==> src/rtl/serial_cmp_lsb_first_pkg.sv <==
// Shared encodings and the per-bit decision helper for the LSB-first serial comparator.
package serial_cmp_pkg;

    localparam logic [1:0] ST_IDLE  = 2'd0;
    localparam logic [1:0] ST_SHIFT = 2'd1;
    localparam logic [1:0] ST_DONE  = 2'd2;

    localparam logic [1:0] RES_EQ = 2'd0;
    localparam logic [1:0] RES_GT = 2'd1;
    localparam logic [1:0] RES_LT = 2'd2;

    typedef enum logic [1:0] {
        S_IDLE  = ST_IDLE,
        S_SHIFT = ST_SHIFT,
        S_DONE  = ST_DONE
    } state_t;

    // Equal bits give RES_EQ, meaning "leave the running result alone".
    function automatic logic [1:0] res_from_bits(input logic a_bit, input logic b_bit,
                                                 input logic invert);
        if (a_bit == b_bit)
            return RES_EQ;
        else if (a_bit ^ invert)
            return RES_GT;
        else
            return RES_LT;
    endfunction

endpackage

==> src/rtl/serial_cmp_lsb_first_if.sv <==
// Operand/result bundle between a requester and the serial comparator.
interface serial_cmp_if #(parameter int N = 16) ();

    logic                 start;
    logic [N-1:0]         a;
    logic [N-1:0]         b;
    logic                 busy;
    logic                 done;
    logic                 a_gt_b;
    logic                 a_lt_b;
    logic                 a_eq_b;
    logic [$clog2(N)-1:0] bit_idx;

    modport master (
        output start, a, b,
        input  busy, done, a_gt_b, a_lt_b, a_eq_b, bit_idx
    );

    modport slave (
        input  start, a, b,
        output busy, done, a_gt_b, a_lt_b, a_eq_b, bit_idx
    );

endinterface

==> src/rtl/serial_cmp_lsb_first_piso.sv <==
// Parallel-load, shift-right register pair presenting the current LSBs of both operands.
module piso_pair #(
    parameter int N = 16
) (
    input  logic         clk,
    input  logic         rst_n,
    input  logic         load,
    input  logic         shift,
    input  logic [N-1:0] a_in,
    input  logic [N-1:0] b_in,
    output logic         sa0,
    output logic         sb0
);

    logic [N-1:0] sa;
    logic [N-1:0] sb;

    always_ff @(posedge clk or negedge rst_n) begin
        if (!rst_n) begin
            sa <= '0;
            sb <= '0;
        end else if (load) begin
            sa <= a_in;
            sb <= b_in;
        end else if (shift) begin
            sa <= {1'b0, sa[N-1:1]};
            sb <= {1'b0, sb[N-1:1]};
        end
    end

    assign sa0 = sa[0];
    assign sb0 = sb[0];

endmodule

==> src/rtl/serial_cmp_lsb_first.sv <==
// LSB-first bit-serial magnitude comparator; N+1 cycles per compare, no early exit.
// Define CMP_SIGNED_EN to compare two's complement operands (sign bit sense inverted).
import serial_cmp_pkg::*;

module serial_cmp_lsb_first #(
    parameter int N = 16
) (
    input logic        clk,
    input logic        rst_n,
    serial_cmp_if.slave bus
);

    localparam int W = $clog2(N);
    localparam logic [W-1:0] LAST = W'(N - 1);

`ifdef CMP_SIGNED_EN
    localparam logic SIGNED_CMP = 1'b1;
`else
    localparam logic SIGNED_CMP = 1'b0;
`endif

    state_t      state;
    logic [W-1:0] cnt;
    logic [1:0]  res;
    logic        sa0;
    logic        sb0;
    logic        load;
    logic        shift;
    logic        last_pair;
    logic [1:0]  pair_res;
    logic        busy;
    logic        done;
    logic        a_gt_b;
    logic        a_lt_b;
    logic        a_eq_b;

    assign load      = (state == S_IDLE) && bus.start;
    assign shift     = (state == S_SHIFT);
    assign last_pair = (cnt == LAST);
    assign pair_res  = res_from_bits(sa0, sb0, SIGNED_CMP && last_pair);

    piso_pair #(.N(N)) u_piso (
        .clk   (clk),
        .rst_n (rst_n),
        .load  (load),
        .shift (shift),
        .a_in  (bus.a),
        .b_in  (bus.b),
        .sa0   (sa0),
        .sb0   (sb0)
    );

    // Later (more significant) differing pairs overwrite the running result.
    always_ff @(posedge clk or negedge rst_n) begin
        if (!rst_n) begin
            state  <= S_IDLE;
            cnt    <= '0;
            res    <= RES_EQ;
            busy   <= 1'b0;
            done   <= 1'b0;
            a_gt_b <= 1'b0;
            a_lt_b <= 1'b0;
            a_eq_b <= 1'b0;
        end else begin
            done <= 1'b0;
            case (state)
                S_IDLE: begin
                    if (bus.start) begin
                        res    <= RES_EQ;
                        cnt    <= '0;
                        busy   <= 1'b1;
                        a_gt_b <= 1'b0;
                        a_lt_b <= 1'b0;
                        a_eq_b <= 1'b0;
                        state  <= S_SHIFT;
                    end
                end
                S_SHIFT: begin
                    if (pair_res != RES_EQ)
                        res <= pair_res;
                    cnt <= cnt + 1'b1;
                    if (last_pair) begin
                        busy  <= 1'b0;
                        state <= S_DONE;
                    end
                end
                S_DONE: begin
                    done   <= 1'b1;
                    a_gt_b <= (res == RES_GT);
                    a_lt_b <= (res == RES_LT);
                    a_eq_b <= (res == RES_EQ);
                    state  <= S_IDLE;
                end
                default: state <= S_IDLE;
            endcase
        end
    end

    assign bus.busy    = busy;
    assign bus.done    = done;
    assign bus.a_gt_b  = a_gt_b;
    assign bus.a_lt_b  = a_lt_b;
    assign bus.a_eq_b  = a_eq_b;
    assign bus.bit_idx = (state == S_SHIFT) ? cnt : '0;

endmodule

==> src/flat_wrapper.sv <==
// flat-port wrapper written by rule: the top's interface ports become plain ports
module serial_cmp_lsb_first_flat 
#(
    parameter int N = 16
)
  (clk, rst_n, bus_start, bus_a, bus_b, bus_busy, bus_done, bus_a_gt_b, bus_a_lt_b, bus_a_eq_b, bus_bit_idx);
  serial_cmp_if #(.N(N)) bus_i ();
  input logic clk;
  input logic rst_n;
  input wire logic [$bits(bus_i.start)-1:0] bus_start;
  input wire logic [$bits(bus_i.a)-1:0] bus_a;
  input wire logic [$bits(bus_i.b)-1:0] bus_b;
  output wire logic [$bits(bus_i.busy)-1:0] bus_busy;
  output wire logic [$bits(bus_i.done)-1:0] bus_done;
  output wire logic [$bits(bus_i.a_gt_b)-1:0] bus_a_gt_b;
  output wire logic [$bits(bus_i.a_lt_b)-1:0] bus_a_lt_b;
  output wire logic [$bits(bus_i.a_eq_b)-1:0] bus_a_eq_b;
  output wire logic [$bits(bus_i.bit_idx)-1:0] bus_bit_idx;
  assign bus_i.start = bus_start;
  assign bus_i.a = bus_a;
  assign bus_i.b = bus_b;
  assign bus_busy = bus_i.busy;
  assign bus_done = bus_i.done;
  assign bus_a_gt_b = bus_i.a_gt_b;
  assign bus_a_lt_b = bus_i.a_lt_b;
  assign bus_a_eq_b = bus_i.a_eq_b;
  assign bus_bit_idx = bus_i.bit_idx;
  serial_cmp_lsb_first #(.N(N)) u_core (.clk(clk), .rst_n(rst_n), .bus(bus_i));
endmodule
==> config.mk <==
export PLATFORM = sky130hd
export DESIGN_NAME = serial_cmp_lsb_first_flat
export DESIGN_NICKNAME = d
export VERILOG_FILES = /design/src/rtl/serial_cmp_lsb_first_pkg.sv /design/src/rtl/serial_cmp_lsb_first_if.sv /design/src/rtl/serial_cmp_lsb_first_piso.sv /design/src/rtl/serial_cmp_lsb_first.sv /design/src/flat_wrapper.sv
export SDC_FILE = /design/constraint.sdc
export NUM_CORES = 1
export LEC_CHECK = 0
export ABC_AREA = 0
export BUFFER_PORTS_ARGS = -buffer_cell sky130_fd_sc_hd__buf_2
export CAP_MARGIN = 10
export CORE_UTILIZATION = 43
export DETAILED_ROUTE_END_ITERATION = 12
export GPL_ROUTABILITY_DRIVEN = 0
export PLACE_DENSITY = 0.63
export SYNTH_ARGS = -nofsm -noshare
export SYNTH_HDL_FRONTEND = slang
export SYNTH_SLANG_ARGS = --single-unit
==> constraint.sdc <==
create_clock -name clk -period 1.5 [get_ports clk]
set_input_delay 0.15 -clock clk [delete_from_list [all_inputs] [get_ports clk]]
set_output_delay 0.15 -clock clk [all_outputs]
set_load 0.01 [all_outputs]
# == Word-level counts from Yosys, hierarchy flattened ==
# Index checks and enable logic that the tools add are counted.
# totals
elab_cells,55
out_inout_bits,9
reg_bits,45
# classes
eq_ne,9
n_mux,23
add_sub_neg,1
n_reduce_logical,12
# op_table
op,n
16-bit 2-to-1 mux,4
2-bit 2-to-1 mux,6
4-bit 2-to-1 mux,2
1-bit one-hot mux with 2 select lines,4
2-bit one-hot mux with 2 select lines,2
4-bit one-hot mux with 2 select lines,1
2-bit nonzero test,4
"2-bit != test, second input constant",3
2-bit AND reduction,3
3-bit AND reduction,2
"4-bit by 1-bit adder with 4-bit output, second input constant",1
"2-bit by 1-bit == test with 1-bit output, second input constant",2
"2-bit == test, second input constant",2
"4-bit == test, second input constant",1
2-bit logical NOT,2
1-bit 2-to-1 mux,4
1-bit == test,1
1-bit logical AND,1

# == Depth between registers and ports, before layout ==
# Gate-level depths: netlist (run 1).
# depth
word_depth,5
ltp_mapped,5
ltp_nobuf,5

# == Cells and area by module ==
# From an unflattened synthesis (run 1), not the netlist that was laid out.
# hier_totals
hier_cells,193
area_unflattened_um2,2137.0
# by_module_without_submodules
mod,seq_area_each_um2,cells_per_inst,instances,area_each_um2
piso_pair,800.8,139,1,1505.2
serial_cmp_lsb_first,325.3,54,1,631.9

# == Least setup slack after synthesis (run 1) ==
# OpenSTA, ideal clock, no wires.
# synth_timing
path_type,register to register
start,reg u_core.u_piso.sb[0]
end,reg u_core.res[0]
path_slack_ps,306
setup_time_ps,121
path_stages_with_launch,6
arrival_ps,1073
path_cell_list,dfrtp_1 -> inv_1 -> ha_1 -> nor2_1 -> a22o_1 -> a22o_1
# synth_via
elab_chain_cells,5
elab_cells_between_ends,7
classes_between,eq/ne: 2; mux: 3; reduce/logical: 2
# synth_lines
item,line,text
"start, declared",serial_cmp_lsb_first_piso.sv:16,logic [N-1:0] sb;
"start signal, assigned",serial_cmp_lsb_first_piso.sv:24,sb <= b_in;
"start signal, assigned",serial_cmp_lsb_first_piso.sv:27,"sb <= {1'b0, sb[N-1:1]};"
1-bit == test (*),serial_cmp_lsb_first_pkg.sv:21,if (a_bit == b_bit)
2-bit 2-to-1 mux (*),serial_cmp_lsb_first_pkg.sv:21,
2-bit nonzero test,serial_cmp_lsb_first.sv:79,if (pair_res != RES_EQ)
2-bit != test (no source line),--,
3-bit AND reduction (no source line),--,
"end signal, assigned",serial_cmp_lsb_first.sv:80,res <= pair_res;
"end, declared",serial_cmp_lsb_first.sv:24,logic [1:0] res;
# Mark *: on every way between the ends. The rest lies on a longest branch, timed or not. The select of a mux whose other input is x is not followed.
# A chain may end at the register's enable or synchronous reset.

# == Final worst setup path (run 1) ==
# layout_timing
start,reg u_core.state[1]
end,out bus_bit_idx[2]
# layout_via
elab_chain_cells,2
# layout_lines
item,line,text
"start, declared",serial_cmp_lsb_first.sv:22,state_t state;
"start signal, assigned",serial_cmp_lsb_first.sv:56,state <= S_IDLE;
"start signal, assigned",serial_cmp_lsb_first.sv:75,state <= S_SHIFT;
"start signal, assigned",serial_cmp_lsb_first.sv:84,state <= S_DONE;
2-bit by 1-bit == test with 1-bit output,serial_cmp_lsb_first.sv:104,assign bus.bit_idx = (state == S_SHIFT) ? cnt : '0;
4-bit 2-to-1 mux,serial_cmp_lsb_first.sv:104,
"end, declared",flat_wrapper.sv:18,output wire logic [$bits(bus_i.bit_idx)-1:0] bus_bit_idx;
# No other way between the ends.

==> results of run 1 <==
cells in the mapped netlist (all sizes together):
cell | instances | share of area
a21oi | 23 | 0.052
a22o | 5 | 0.020
a22oi | 30 | 0.10
a2bb2oi | 2 | 0.0079
a41oi | 1 | 0.0040
and2 | 4 | 0.011
and2b | 1 | 0.0034
and4 | 1 | 0.0040
buf | 14 | 0.035
clkbuf | 5 | 0.0091
dfrtp | 45 | 0.51
ha | 3 | 0.017
inv | 6 | 0.010
mux2 | 1 | 0.0051
mux2i | 1 | 0.0045
nand2 | 12 | 0.020
nand2b | 2 | 0.0057
nand3b | 1 | 0.0034
nand4 | 1 | 0.0028
nor2 | 3 | 0.0051
nor2b | 25 | 0.071
o21ai | 33 | 0.075
o21bai | 1 | 0.0034
o22ai | 1 | 0.0028
o32ai | 3 | 0.012
xor2 | 1 | 0.0040
logic make-up (layout without fill, tap and decap cells):
kind of cell	count (synthesis)	count (layout)	share of synthesized area
buf+inv	25	70	0.0538
xor+xnor	1	1	0.00397
mux	2	2	0.00963
compound gates	99	99	0.279
flops	45	45	0.510
simple gates	50	51	0.127
fa+ha+maj	3	3	0.0170
per-layer routing:
metal / wire length, um / up-vias / global-route usage
met5: 0 / - / 0
li1: - / 896 / -
met4: 61 / 0 / 0.0705
met1: 2380 / 860 / 0.264
met2: 2190 / 29 / 0.309
met3: 141 / 5 / 0.0466
worst max-delay path: stages, from the launching register on:
cell,delay (ns)
dfrtp_2,0.44
and2b_4,0.28
and2_1,0.13
buf_2,0.12
cell type report:
type	instances	area (sq um)	area share
clock buffer	7	86.3	0.0328
inverter	6	22.5	0.00856
tap	67	83.8	0.0319
timing repair buffer	57	335	0.127
multi-input combinational	156	976	0.371
sequential	45	1130	0.428
power groups by stage:
stage,Sequential [mW],Clock (mW),Combinational [mW]
6_report,2.09,0.764,1.80
5_1_grt,2.16,0.835,2.04
4_1_cts,2.07,0.784,1.78
3_5_place_dp,2.09,0,1.77
3_3_place_gp,2.09,0,1.75
2_1_floorplan,2.02,0,1.32
state kept, by name, indices dropped and copies added (netlist names), 2 cells and up:
| name | count |
|---|---|
| u_core.cnt | 4 |
| u_core.res | 2 |
| u_core.state | 2 |
| u_core.u_piso.sa | 16 |
| u_core.u_piso.sb | 16 |
worst paths after layout:
kind	end	slack, ns	cells past startpoint
min	u_core.u_piso.sb[13]	0.12	3
max in group asynchronous	u_core.state[1]	0.93	3
min reg2reg	u_core.u_piso.sb[7]	0.50	2
max	bus_bit_idx[2]	0.08	3
min in group asynchronous	u_core.u_piso.sb[4]	0.36	3
max reg2reg	u_core.u_piso.sa[15]	0.11	5
metrics by stage:
stage	hold WS (ns)	utilization	total power [mW]
after floorplan	-0.146	-	3.34
after global placement	0.152	0.522	3.84
after detailed placement	0.149	0.522	3.86
after CTS	0.118	0.542	4.64
after global routing	0.135	0.546	5.03
final	0.122	0.546	4.65
repair_timing:
action / in CTS / in global routing
hold buffers: 1 / 0
gates resized for setup: 1 / 3
pin swaps: 0 / 0
setup buffers: 0 / 1
endpoints found under the hold margin: 45 / 0
endpoints found under the setup margin: 4 / 5
gates cloned: 0 / 1
==> reports/results.ini, run 1 <==
[clock_tree]
htreeDepth = 2
clk_pin_slew_ns = 0.08
clock-sinks = 45
cts_root_buffer = clkbuf_8
clockBufferDepth = 2
clk_latency_ns = 0.29
cts_tree = built
cts_made_buffers = 5

[yosys]
yosysUniqueCellTypes = 29
ys_warn_count = 0
seq_area_frac_synth = 0.510
syn_inst = 225
synth-seq-cells = 45
syn_nets = 263
netlist_area_sq_um = 2210
syn_avg_cell_area_sq_um = 9.81

[floorplan]
die_height_um = 73.7
die_w_um = 73.7
initial_core_util = 0.458
fp.coreArea_sq_um = 4820
rows = 25
dieArea_sq_um = 5430
io_pins = 44

[sta]
fin_tns_setup_ns = 0
period_share = 0.946
worstMarginPinSlew_ns = 0.347
fmax_mhz = 705
setup_viol = 0
fin_ws_ns = 0.0814
rsz0062_at_grt = no
period_needed_ns = 1.42
slew_viol_final = 0
clock_skew_ns = 0.00792
hold_violations = 0
relSlewSlack = 0.768

[global_route]
grt_pass1_wl_um = 7970
overflow = 0
grt_pass1_vias = 1721
antenna_found_initial = 0
track_usage = 0.196
grt_max_degree = 46

[pwr]
comb_power_share = 0.387
ir_worst_vdd_mv = 0.916
clkPwrFrac = 0.164
p_per_area_nw_per_um2 = 1770
power.share.switching = 0.365
leakage_nw = 1.19
power.internal_mw = 2.95
p_switching_mw = 1.70
seq_power_share = 0.449

[placed_design]
dpl_cell_area_sq_um = 2510
post-place-ws_ns = 0.126
port_buffers = 43
dp_hpwl_um = 3100
post-place-cells = 328

[worst_setup_path]
end_kind = primary output
critPathLaunchType = register
critPathLaunch = u_core.state[1]
required_ns = 1.35
crit_type = register to primary output
worstPathMaxFanout = 7
r2r_start = u_core.state[1]
arrival_ns = 1.27

[cells_and_area]
fin_area_sq_um = 2630
drive_gt1_frac = 0.244
area_growth_pct = 19.1
nets = 309
antenna_cells = 0
fill_cells = 471
final_cell_mix = 44 x dfrtp_1, 43 x buf_2, 30 x a22oi_1, 30 x o21ai_0, 24 x nor2b_1
final_common_cell = dfrtp_1
fin_cells = 338

[worst_hold_path]
hold_class = input port to register
hold_path_startpoint = bus_b[13]

[drt]
wl_um = 4780
drc = 0
routed-via-count = 1790
wl_per_cell_um = 14.1
via_per_inst = 5.30
drt_iter0_markers = 94
antenna_left = 0
first_pass_iters = 4

[run_status]
status = finished, final reports clean

[job]
cap_violations = 0

Power figures use the tool's default switching activity.
==> inputs of run 2 (changes only) <==
Settings changed: CORE_MARGIN set to 3.
==> reports/results.ini, run 2 (synthesized netlist as in run 1, its figures left out) <==
[clock_tree]
htreeDepth = 2  ; unchanged
cts_root_buffer = clkbuf_8
clockBufferDepth = 2  ; unchanged
clk_latency_ns = 0.29  ; about the same
clk_pin_slew_ns = 0.09  ; about the same
cts_made_buffers = 5  ; unchanged
clock-sinks = 45  ; unchanged
cts_tree = built

[worst_setup_path]
end_kind = primary output
crit_type = register to primary output
slowest_delay_ns = 0.45  ; about the same
critPathLaunchType = register
worstPathMaxFanout = 8  ; +1
r2r_start = u_core.state[0]
path_delay_family = flip-flops
critPathBufInv = 1  ; unchanged
reg2reg_setup_slack_ns = 0.15  ; +0.04 ns
required_ns = 1.35  ; about the same
cp_cell_sequence = and2b_4 -> and2_1 -> buf_2
arrival_ns = 1.27  ; about the same
ff2ff_path_depth = 5  ; unchanged
cpMaxStageDelayCell = dfrtp_2
rr_endpoint = u_core.u_piso.sa[0]

[cells_and_area]
area_growth_pct = 20.6
antenna_cells = 0  ; unchanged
fill_cells = 442  ; -6.2%
nets = 309  ; unchanged
drive_gt1_frac = 0.246  ; +0.00278
largestRegisters = u_core.u_piso.sa: 16 flops, u_core.u_piso.sb: 16 flops, u_core.cnt: 4 flops
fin_cells = 339  ; +0.30%
final_common_cell = dfrtp_1
final_cell_mix = 44 x dfrtp_1, 43 x buf_2, 30 x a22oi_1, 30 x o21ai_0, 25 x nor2b_1

[floorplan]
fp.coreArea_sq_um = 4850  ; +0.65%
die_w_um = 77.7  ; +5.4%
io_pins = 44  ; unchanged
dieArea_sq_um = 6030  ; +11%
die_height_um = 77.7  ; +5.4%
initial_core_util = 0.455  ; -0.00296
rows = 25  ; unchanged

[drt]
wl_per_cell_um = 14.5  ; +2.5%
routed-via-count = 1786  ; -0.22%
antenna_left = 0  ; unchanged
via_per_inst = 5.27  ; -0.52%
drc = 0  ; unchanged
wl_um = 4910  ; +2.8%
drt_iter0_markers = 163  ; +73%
first_pass_iters = 4  ; unchanged

[global_route]
grt_pass1_wl_um = 8440  ; +5.9%
grt_pass1_vias = 1766  ; +2.6%
overflow = 0  ; unchanged
track_usage = 0.171  ; -0.0253
antenna_found_initial = 0  ; unchanged
grt_max_degree = 25  ; -46%

[sta]
relSlewSlack = 0.645  ; -0.122
clock_skew_ns = 0.0103  ; +0.00242 ns
fmax_mhz = 705  ; about the same
setup_viol = 0  ; unchanged
period_needed_ns = 1.42  ; +0.000529 ns
worstMarginPinSlew_ns = 0.532  ; +0.184 ns
hold_violations = 0  ; unchanged
rsz0062_at_grt = no
fin_tns_setup_ns = 0  ; unchanged
period_share = 0.946  ; about the same
slew_viol_final = 0  ; unchanged

[run_status]
status = finished, final reports clean

[pwr]
seq_power_share = 0.428  ; -0.021
power.internal_mw = 3.15  ; +6.9%
p_switching_mw = 1.72  ; +1.2%
power.share.switching = 0.353  ; -0.0128
p_per_area_nw_per_um2 = 1830  ; +3.6%
clkPwrFrac = 0.194  ; +0.030
ir_worst_vdd_mv = 0.806  ; -12%
leakage_nw = 1.21  ; +1.3%
comb_power_share = 0.378  ; -0.009

[worst_hold_path]
hold_path_startpoint = bus_b[13]
hold_depth = 3  ; unchanged
min_to = u_core.u_piso.sb[13]
hold_class = input port to register

[placed_design]
post-place-cells = 327  ; -0.30%
dp_hpwl_um = 3210  ; +3.5%
port_buffers = 43  ; unchanged

[job]
cap_violations = 0  ; unchanged

run 2: tightest hold or removal path, delay by kind of cell:
kind                   cells  cell delay [ns]
AO/OA/AOI/OAI              2             0.15
buffers and inverters      1             0.07
run 2: routing by layer:
metal	wire length [um]	vias up	part of all wire	GRT usage
li1	-	909	-	-
met1	2470	839	0.50	0.255
met2	2180	33	0.44	0.251
met3	208	5	0.042	0.0290
met4	44	0	0.0090	0.0534
met5	0	-	0	0
run 2: stage by stage:
step	utilization	area [sq um]	power, mW	setup slack (ns)	hold slack (ns)
2_1_floorplan	-	2210	3.34	0.306	-0.146
3_5_place_dp	0.517	2510	3.88	0.0289	0.0964
4_1_cts	0.543	2630	4.83	0.00550	0.115
5_1_grt	0.549	2660	5.27	0.00639	0.129
3_3_place_gp	0.517	2510	3.83	0.0431	0.102
6_report	0.549	2660	4.87	0.0808	0.116
run 2: area by class of cell:
class                           count  area (sq um)  area share
Clock inverter                      1          30.0      0.0113
Clock buffer                        7          86.3      0.0324
Timing Repair Buffer               57           335       0.126
Tap cell                           67          83.8      0.0315
Inverter                            6          22.5     0.00846
Multi-Input combinational cell    156           977       0.367
Sequential cell                    45          1130       0.423
run 2: how the worst max path moves through the flow:
stage | startpoint | end | slack [ns] | cells after the start
6_report | u_core.state[1] | bus_bit_idx[1] | 0.08 | 3
5_1_grt | u_core.state[0] | u_core.u_piso.sb[8] | 0.006 | 5
4_1_cts | u_core.state[1] | bus_bit_idx[2] | 0.005 | 3
3_5_place_dp | u_core.state[0] | u_core.cnt[0] | 0.03 | 2
3_3_place_gp | u_core.state[0] | u_core.cnt[0] | 0.04 | 2
2_1_floorplan | u_core.u_piso.sb[0] | u_core.res[0] | 0.31 | 5
run 2: what timing repair did:
action	in CTS	in global routing
gates cloned	0	1
setup buffers	0	2
hold buffers	1	0
setup endpoints to repair	4	16
resized for setup	1	3
hold endpoints to repair	16	0
run 2: power groups by stage:
| stage | logic [mW] | clock network [mW] | registers, mW |
|---|---|---|---|
| 6_report | 1.84 | 0.943 | 2.09 |
| 5_1_grt | 2.09 | 1.02 | 2.16 |
| 4_1_cts | 1.79 | 0.964 | 2.08 |
| 3_5_place_dp | 1.79 | 0 | 2.09 |
| 3_3_place_gp | 1.74 | 0 | 2.09 |
| 2_1_floorplan | 1.32 | 0 | 2.02 |
